==> src/rtl/redundancy_error_monitor_if.sv <==
//------------------------------------------------------------------------------
// Module   : redundancy_error_monitor_if
// Brief    : Sample/clear inputs and status outputs of the redundancy monitor.
//            master = sample source / supervisor, slave = monitor.
// Revision : 1.0  initial release
//------------------------------------------------------------------------------
`default_nettype none

interface redundancy_error_monitor_if #(
   parameter int CNT_W = 8
);
   logic             in_valid;
   logic             eq1;
   logic             eq2;
   logic             clr_req;
   logic             eq_out;
   logic             eq_out_valid;
   logic             err_sticky;
   logic             suspect;
   logic             fault;
   logic [CNT_W-1:0] mismatch_cnt;
   logic             clr_ack;

   modport master (
      output in_valid, eq1, eq2, clr_req,
      input  eq_out, eq_out_valid, err_sticky, suspect, fault, mismatch_cnt, clr_ack
   );

   modport slave (
      input  in_valid, eq1, eq2, clr_req,
      output eq_out, eq_out_valid, err_sticky, suspect, fault, mismatch_cnt, clr_ack
   );
endinterface

`default_nettype wire

==> src/rtl/redundancy_error_monitor.sv <==
//------------------------------------------------------------------------------
// Module   : redundancy_error_monitor
// Brief    : Votes two redundant equality results (fail-safe AND), classifies
//            disagreements as transient (SUSPECT) or permanent (FAULT), keeps a
//            saturating mismatch count, a sticky error flag and a clear/ack
//            handshake on the rising edge of clr_req.
//            Optional: define SUSPECT_RECOVERY_EN to let CLEAN_THRESH
//            consecutive matches return SUSPECT to OK.
// Revision : 1.0  initial release
//------------------------------------------------------------------------------
`default_nettype none

module redundancy_error_monitor #(
   parameter int FAULT_THRESH = 3,
   parameter int CLEAN_THRESH = 4,
   parameter int CNT_W        = 8
) (
   input wire logic                  clk,
   input wire logic                  rst,
   redundancy_error_monitor_if.slave bus
);

   typedef enum logic [1:0] {
      ST_OK      = 2'd0,
      ST_SUSPECT = 2'd1,
      ST_FAULT   = 2'd2
   } state_t;

   localparam logic [3:0]       c_FAULT_THRESH = 4'(FAULT_THRESH);
   localparam logic [3:0]       c_CLEAN_THRESH = 4'(CLEAN_THRESH);
   localparam logic [CNT_W-1:0] c_CNT_MAX      = {CNT_W{1'b1}};

   state_t           r_state;
   logic [3:0]       r_run;
   logic [3:0]       r_clean;
   logic [CNT_W-1:0] r_cnt;
   logic             r_sticky;
   logic             r_eq_out;
   logic             r_eq_out_valid;
   logic             r_clr_prev;
   logic             r_rst_d;
   logic             r_clr_ack;

   state_t           w_state_nxt;
   logic [3:0]       w_run_nxt;
   logic [3:0]       w_clean_nxt;
   logic             w_mis;
   logic             w_match;
   logic             w_clr;

   assign w_mis   = bus.in_valid & (bus.eq1 ^ bus.eq2);
   assign w_match = bus.in_valid & ~(bus.eq1 ^ bus.eq2);
   // r_rst_d masks the first cycle after reset so a clr_req already high at
   // deassertion is not mistaken for a fresh request.
   assign w_clr   = bus.clr_req & ~r_clr_prev & ~r_rst_d;

   // Next-state and run counters; a clear overrides any sample classification.
   always_comb begin
      w_state_nxt = r_state;
      w_run_nxt   = r_run;
      w_clean_nxt = r_clean;
      if (w_clr) begin
         w_state_nxt = ST_OK;
         w_run_nxt   = 4'd0;
         w_clean_nxt = 4'd0;
      end else begin
         case (r_state)
            ST_OK: begin
               if (w_mis) begin
                  w_run_nxt   = 4'd1;
                  w_clean_nxt = 4'd0;
                  w_state_nxt = (c_FAULT_THRESH == 4'd1) ? ST_FAULT : ST_SUSPECT;
               end
            end
            ST_SUSPECT: begin
               if (w_mis) begin
                  w_run_nxt   = r_run + 4'd1;
                  w_clean_nxt = 4'd0;
                  if (r_run + 4'd1 >= c_FAULT_THRESH) begin
                     w_state_nxt = ST_FAULT;
                  end
               end else if (w_match) begin
                  w_run_nxt = 4'd0;
                  if (r_clean < c_CLEAN_THRESH) begin
                     w_clean_nxt = r_clean + 4'd1;
                  end
`ifdef SUSPECT_RECOVERY_EN
                  if (r_clean + 4'd1 >= c_CLEAN_THRESH) begin
                     w_state_nxt = ST_OK;
                     w_run_nxt   = 4'd0;
                     w_clean_nxt = 4'd0;
                  end
`endif
               end
            end
            ST_FAULT: begin
               w_state_nxt = ST_FAULT;
            end
            default: begin
               w_state_nxt = ST_OK;
               w_run_nxt   = 4'd0;
               w_clean_nxt = 4'd0;
            end
         endcase
      end
   end

   // State, status, voted output and clear-handshake registers.
   always_ff @(posedge clk) begin
      if (rst) begin
         r_state        <= ST_OK;
         r_run          <= 4'd0;
         r_clean        <= 4'd0;
         r_cnt          <= '0;
         r_sticky       <= 1'b0;
         r_eq_out       <= 1'b0;
         r_eq_out_valid <= 1'b0;
         r_clr_prev     <= 1'b0;
         r_rst_d        <= 1'b1;
         r_clr_ack      <= 1'b0;
      end else begin
         r_state        <= w_state_nxt;
         r_run          <= w_run_nxt;
         r_clean        <= w_clean_nxt;
         r_clr_prev     <= bus.clr_req;
         r_rst_d        <= 1'b0;
         r_clr_ack      <= w_clr;
         r_eq_out_valid <= bus.in_valid;
         // Gate on the next state so eq_out drops together with fault rising.
         r_eq_out       <= bus.eq1 & bus.eq2 & (w_state_nxt != ST_FAULT);
         if (w_clr) begin
            r_cnt    <= '0;
            r_sticky <= 1'b0;
         end else if (w_mis) begin
            r_sticky <= 1'b1;
            if (r_cnt != c_CNT_MAX) begin
               r_cnt <= r_cnt + 1'b1;
            end
         end
      end
   end

   assign bus.eq_out       = r_eq_out;
   assign bus.eq_out_valid = r_eq_out_valid;
   assign bus.err_sticky   = r_sticky;
   assign bus.suspect      = (r_state == ST_SUSPECT);
   assign bus.fault        = (r_state == ST_FAULT);
   assign bus.mismatch_cnt = r_cnt;
   assign bus.clr_ack      = r_clr_ack;

endmodule

`default_nettype wire

==> src/flat_wrapper.sv <==
// flat-port wrapper written by rule: the top's interface ports become plain ports
module redundancy_error_monitor_flat 
#(
   parameter int FAULT_THRESH = 3,
   parameter int CLEAN_THRESH = 4,
   parameter int CNT_W        = 8
)
  (clk, rst, bus_in_valid, bus_eq1, bus_eq2, bus_clr_req, bus_eq_out, bus_eq_out_valid, bus_err_sticky, bus_suspect, bus_fault, bus_mismatch_cnt, bus_clr_ack);
  redundancy_error_monitor_if #(.CNT_W(CNT_W)) bus_i ();
  input wire logic clk;
  input wire logic rst;
  input wire logic [$bits(bus_i.in_valid)-1:0] bus_in_valid;
  input wire logic [$bits(bus_i.eq1)-1:0] bus_eq1;
  input wire logic [$bits(bus_i.eq2)-1:0] bus_eq2;
  input wire logic [$bits(bus_i.clr_req)-1:0] bus_clr_req;
  output wire logic [$bits(bus_i.eq_out)-1:0] bus_eq_out;
  output wire logic [$bits(bus_i.eq_out_valid)-1:0] bus_eq_out_valid;
  output wire logic [$bits(bus_i.err_sticky)-1:0] bus_err_sticky;
  output wire logic [$bits(bus_i.suspect)-1:0] bus_suspect;
  output wire logic [$bits(bus_i.fault)-1:0] bus_fault;
  output wire logic [$bits(bus_i.mismatch_cnt)-1:0] bus_mismatch_cnt;
  output wire logic [$bits(bus_i.clr_ack)-1:0] bus_clr_ack;
  assign bus_i.in_valid = bus_in_valid;
  assign bus_i.eq1 = bus_eq1;
  assign bus_i.eq2 = bus_eq2;
  assign bus_i.clr_req = bus_clr_req;
  assign bus_eq_out = bus_i.eq_out;
  assign bus_eq_out_valid = bus_i.eq_out_valid;
  assign bus_err_sticky = bus_i.err_sticky;
  assign bus_suspect = bus_i.suspect;
  assign bus_fault = bus_i.fault;
  assign bus_mismatch_cnt = bus_i.mismatch_cnt;
  assign bus_clr_ack = bus_i.clr_ack;
  redundancy_error_monitor #(.FAULT_THRESH(FAULT_THRESH), .CLEAN_THRESH(CLEAN_THRESH), .CNT_W(CNT_W)) u_core (.clk(clk), .rst(rst), .bus(bus_i));
endmodule
==> config.mk <==
export PLATFORM = sky130hd
export DESIGN_NAME = redundancy_error_monitor_flat
export DESIGN_NICKNAME = d
export VERILOG_FILES = /design/src/rtl/redundancy_error_monitor_if.sv /design/src/rtl/redundancy_error_monitor.sv /design/src/flat_wrapper.sv
export SDC_FILE = /design/constraint.sdc
export NUM_CORES = 1
export LEC_CHECK = 0
export CAP_MARGIN = 15
export CORE_MARGIN = 2
export CORE_UTILIZATION = 48
export DETAILED_ROUTE_END_ITERATION = 8
export HOLD_SLACK_MARGIN = 0.12
export PLACE_DENSITY = 0.82
export SLEW_MARGIN = 40
export SYNTH_ARGS = -nofsm -noshare
export SYNTH_HDL_FRONTEND = slang
export SYNTH_SLANG_ARGS = --single-unit
==> constraint.sdc <==
create_clock -name clk -period 2.3 [get_ports clk]
set_clock_uncertainty 0.1 [all_clocks]
set_input_delay 0.46 -clock clk [delete_from_list [all_inputs] [get_ports clk]]
set_output_delay 0.46 -clock clk [all_outputs]
set_load 0.01 [all_outputs]
==> flow_summary_export.csv <==
group,metric,value,unit
outcome,status,"finished, final reports clean",
layout,n_antenna_cell,0,
power_and_ir_drop,peakVddDrop,0.4509,mV
drt,routedWlPerCell,12.57,um
clock_tree,h-tree-depth,1,
synth,ys_ff_latch,20,
floorplan,die_w,47.80,um
synth,async_reset_ff_share,0,%
timing,relSlewSlack,74.82,%
floorplan,die_h,47.80,um
worst_setup_path,critPathLaunchType,"primary input",
timing,hold_viol_final,0,
worst_setup_path,critPathMaxStageDelay,0.53,ns
drt,drt-met1-wl,873,um
synth,syn_area_per_cell,8.448,sq um
placed_design,hpwl,1535,um
drt,antenna_left,0,
layout,drive_gt1_share,8.271,%
worst_setup_path,criticalPathCategory,"primary input to flop",
worst_setup_path,worstPathRequired,2.43,ns
hold_path,hold_path_class,"flop to flop",
placed_design,globalplace.congestion,0.7190,
synth,synth_seq_area_share,43.48,%
synth,yosys.area.top_type_share,43.48,%
timing,grt_setup_unrepaired,"false",
drt,first_iter_violations,6,
synth,ys_warn_count,0,
floorplan,core-area,0.001764,sq mm
worst_setup_path,r2r_start,"u_core.r_run[0]",
layout,fin_util,67.45,%
grt,grt_usage,19.34,%
drt,wl_met3,54,um
clock_tree,postCtsSetupRepairBufs,0,
job,cap_viol_max_count,0,
timing,post-route-period-util,93.14,%
synth,ys_types,36,
worst_setup_path,endpoint_kind,"flop",
grt,grt_antenna_before_repair,0,
placed_design,portBuffers,19,
worst_setup_path,path_cells,"clkdlybuf4s50_1, ha_1, nand2_2, or2_1, or4_1, a21oi_1",
drt,routed_wl,1986,um
drt,wl_met2,1043,um
synth,synth_common_cells,"20 x dfxtp_1, 17 x nor2_1, 9 x a21oi_1",
timing,max_freq,466.8,MHz
grt,grt_pass1_wl,3084,um
power_and_ir_drop,p_leak,0.4275,nW
drt,dr.pass1.iters,4,
synth,synth-edff-count,0,
synth,ys.flop_type,"dfxtp_1",
drt,route.detailed.drc,0,
timing,slew_viol_final,0,
timing,setup_viol,0,
clock_tree,clock-sinks,20,
worst_setup_path,startpoint,"bus_eq2",
worst_setup_path,crit_path_max_fanout,4,
worst_setup_path,cp.arrival,2.27,ns
placed_design,post_dp_cell_area,0.001167,sq mm
hold_path,worstHoldStart,"u_core.bus.mismatch_cnt[6]",
floorplan,dieArea,0.002285,sq mm
layout,n_fill_cell,149,
grt,grt_pass1_vias,732,
clock_tree,postCtsHoldBufs,0,
layout,final_cells,158,
synth,syn_inst,109,
clock_tree,cts_buffers,3,
clock_tree,clk_latency,0.29,ns
clock_tree,clkTransAtPathRegs,0.11,ns
synth,yosysMostFrequentCell,"dfxtp_1",
drt,routed_via_density,5.430,
timing,tns,0,ns
grt,overflow,0,
layout,fin_area,0.001190,sq mm
layout,final_nets,145,
timing,fin_crit,2.142,ns
grt,grt_max_degree,14,
synth,yosys.area.top_type,"dfxtp_1",
drt,vias,858,
floorplan,rows,15,
layout,syn_to_final_growth,29.21,%
floorplan,start_util,52.20,%
clock_tree,cts_tree,"done",
power_and_ir_drop,cellPowerDensity,505.0,mW/mm^2
drt,top_layer_used,"met4",
synth,syn-cell-area,920.9,sq um
clock_tree,cts_max_path_buffers,2,
power_and_ir_drop,power,0.6009,mW
synth,ys_top_cells_by_area,"dfxtp_1 43%, nor2_1 6.9%, ha_1 5.4%",
placed_design,place_inst,155,
timing,worst_slew_pin_slew,0.3754,ns
clock_tree,clockRootBuffer,"clkbuf_4",
worst_setup_path,cpMaxStageDelayCell,"or4_1",
clock_tree,ctsResizeCount,0,
synth,synth_fp_nets,119,
floorplan,io_pins,20,
final timing paths:
check | depth (start not counted) | end | slack (ns)
min reg2reg | 1 | u_core.bus.mismatch_cnt[6] | 0.39
max | 6 | u_core.bus.mismatch_cnt[5] | 0.16
min | 1 | u_core.bus.mismatch_cnt[6] | 0.39
max reg2reg | 5 | u_core.r_state[1] | 0.57
state kept, by name (all words and copies together) (netlist names):
signal,count
u_core.bus.mismatch_cnt,8
u_core.r_run,4
u_core.bus.eq_out_valid,1
u_core.bus.err_sticky,1
u_core.r_clr_prev,1
u_core.r_state,2
u_core.bus.eq_out,1
u_core.r_rst_d,1
u_core.bus.clr_ack,1
cells in the final DEF (no fill, tap or decap), types with 4 or more instances in the layout:
cell             synthesis  routed
nor2_1                  17      17
nor2b_1                  5       5
ha_1                     4       4
dfxtp_1                 20      20
clkdlybuf4s50_1          0      19
nand3_1                  5       5
a21oi_1                  9       9
buf_4                    0       5
nand2_1                  5       5
o21ai_0                  5       5
worst max-delay path, delay by kind of cell:
family | cells | cell delay [ns]
compound gates | 1 | 0.17
buf+inv | 1 | 0.42
simple gates | 3 | 0.87
fa+ha+maj | 1 | 0.35
area by class of cell:
class | count | area [sq um] | share of cell area (%)
clock buffer | 3 | 22.52 | 1.893
sequential | 20 | 400.4 | 33.65
multi-input combinational | 83 | 496.7 | 41.75
timing repair buffer | 24 | 227.7 | 19.14
inverter | 3 | 11.26 | 0.9464
tap | 25 | 31.28 | 2.629
power by group:
group          switching, mW  total (mW)  internal (mW)
Combinational         0.0347      0.0747         0.0400
Clock                 0.0990       0.160         0.0608
Sequential           0.00973       0.366          0.357
Total                  0.144       0.601          0.457
routing by layer:
| metal | up-vias | global-route usage, % |
|---|---|---|
| met5 | - | 0 |
| met4 | 0 | 6.486 |
| met3 | 2 | 3.396 |
| met2 | 14 | 34.13 |
| met1 | 399 | 23.56 |
| li1 | 443 | - |
per-stage QoR:
stage / setup slack, ns / hold WS, ns
after floorplan: 0.4046 / 0.3840
after global placement: -0.01827 / 0.3519
after detailed placement: -0.1420 / 0.3663
after CTS: 0.1586 / 0.3862
after global routing: 0.07511 / 0.4195
final: 0.1577 / 0.3858
kinds of logic after synthesis:
kind of cell | Yosys count | synth area share (%)
AND/OR/NAND/NOR | 52 | 29.62
XOR/XNOR | 2 | 1.903
buffers and inverters | 6 | 2.581
AO/OA/AOI/OAI | 25 | 16.98
adder cells (fa/ha/maj) | 4 | 5.435
flip-flops | 20 | 43.48
(Power assumes the default switching activity.)
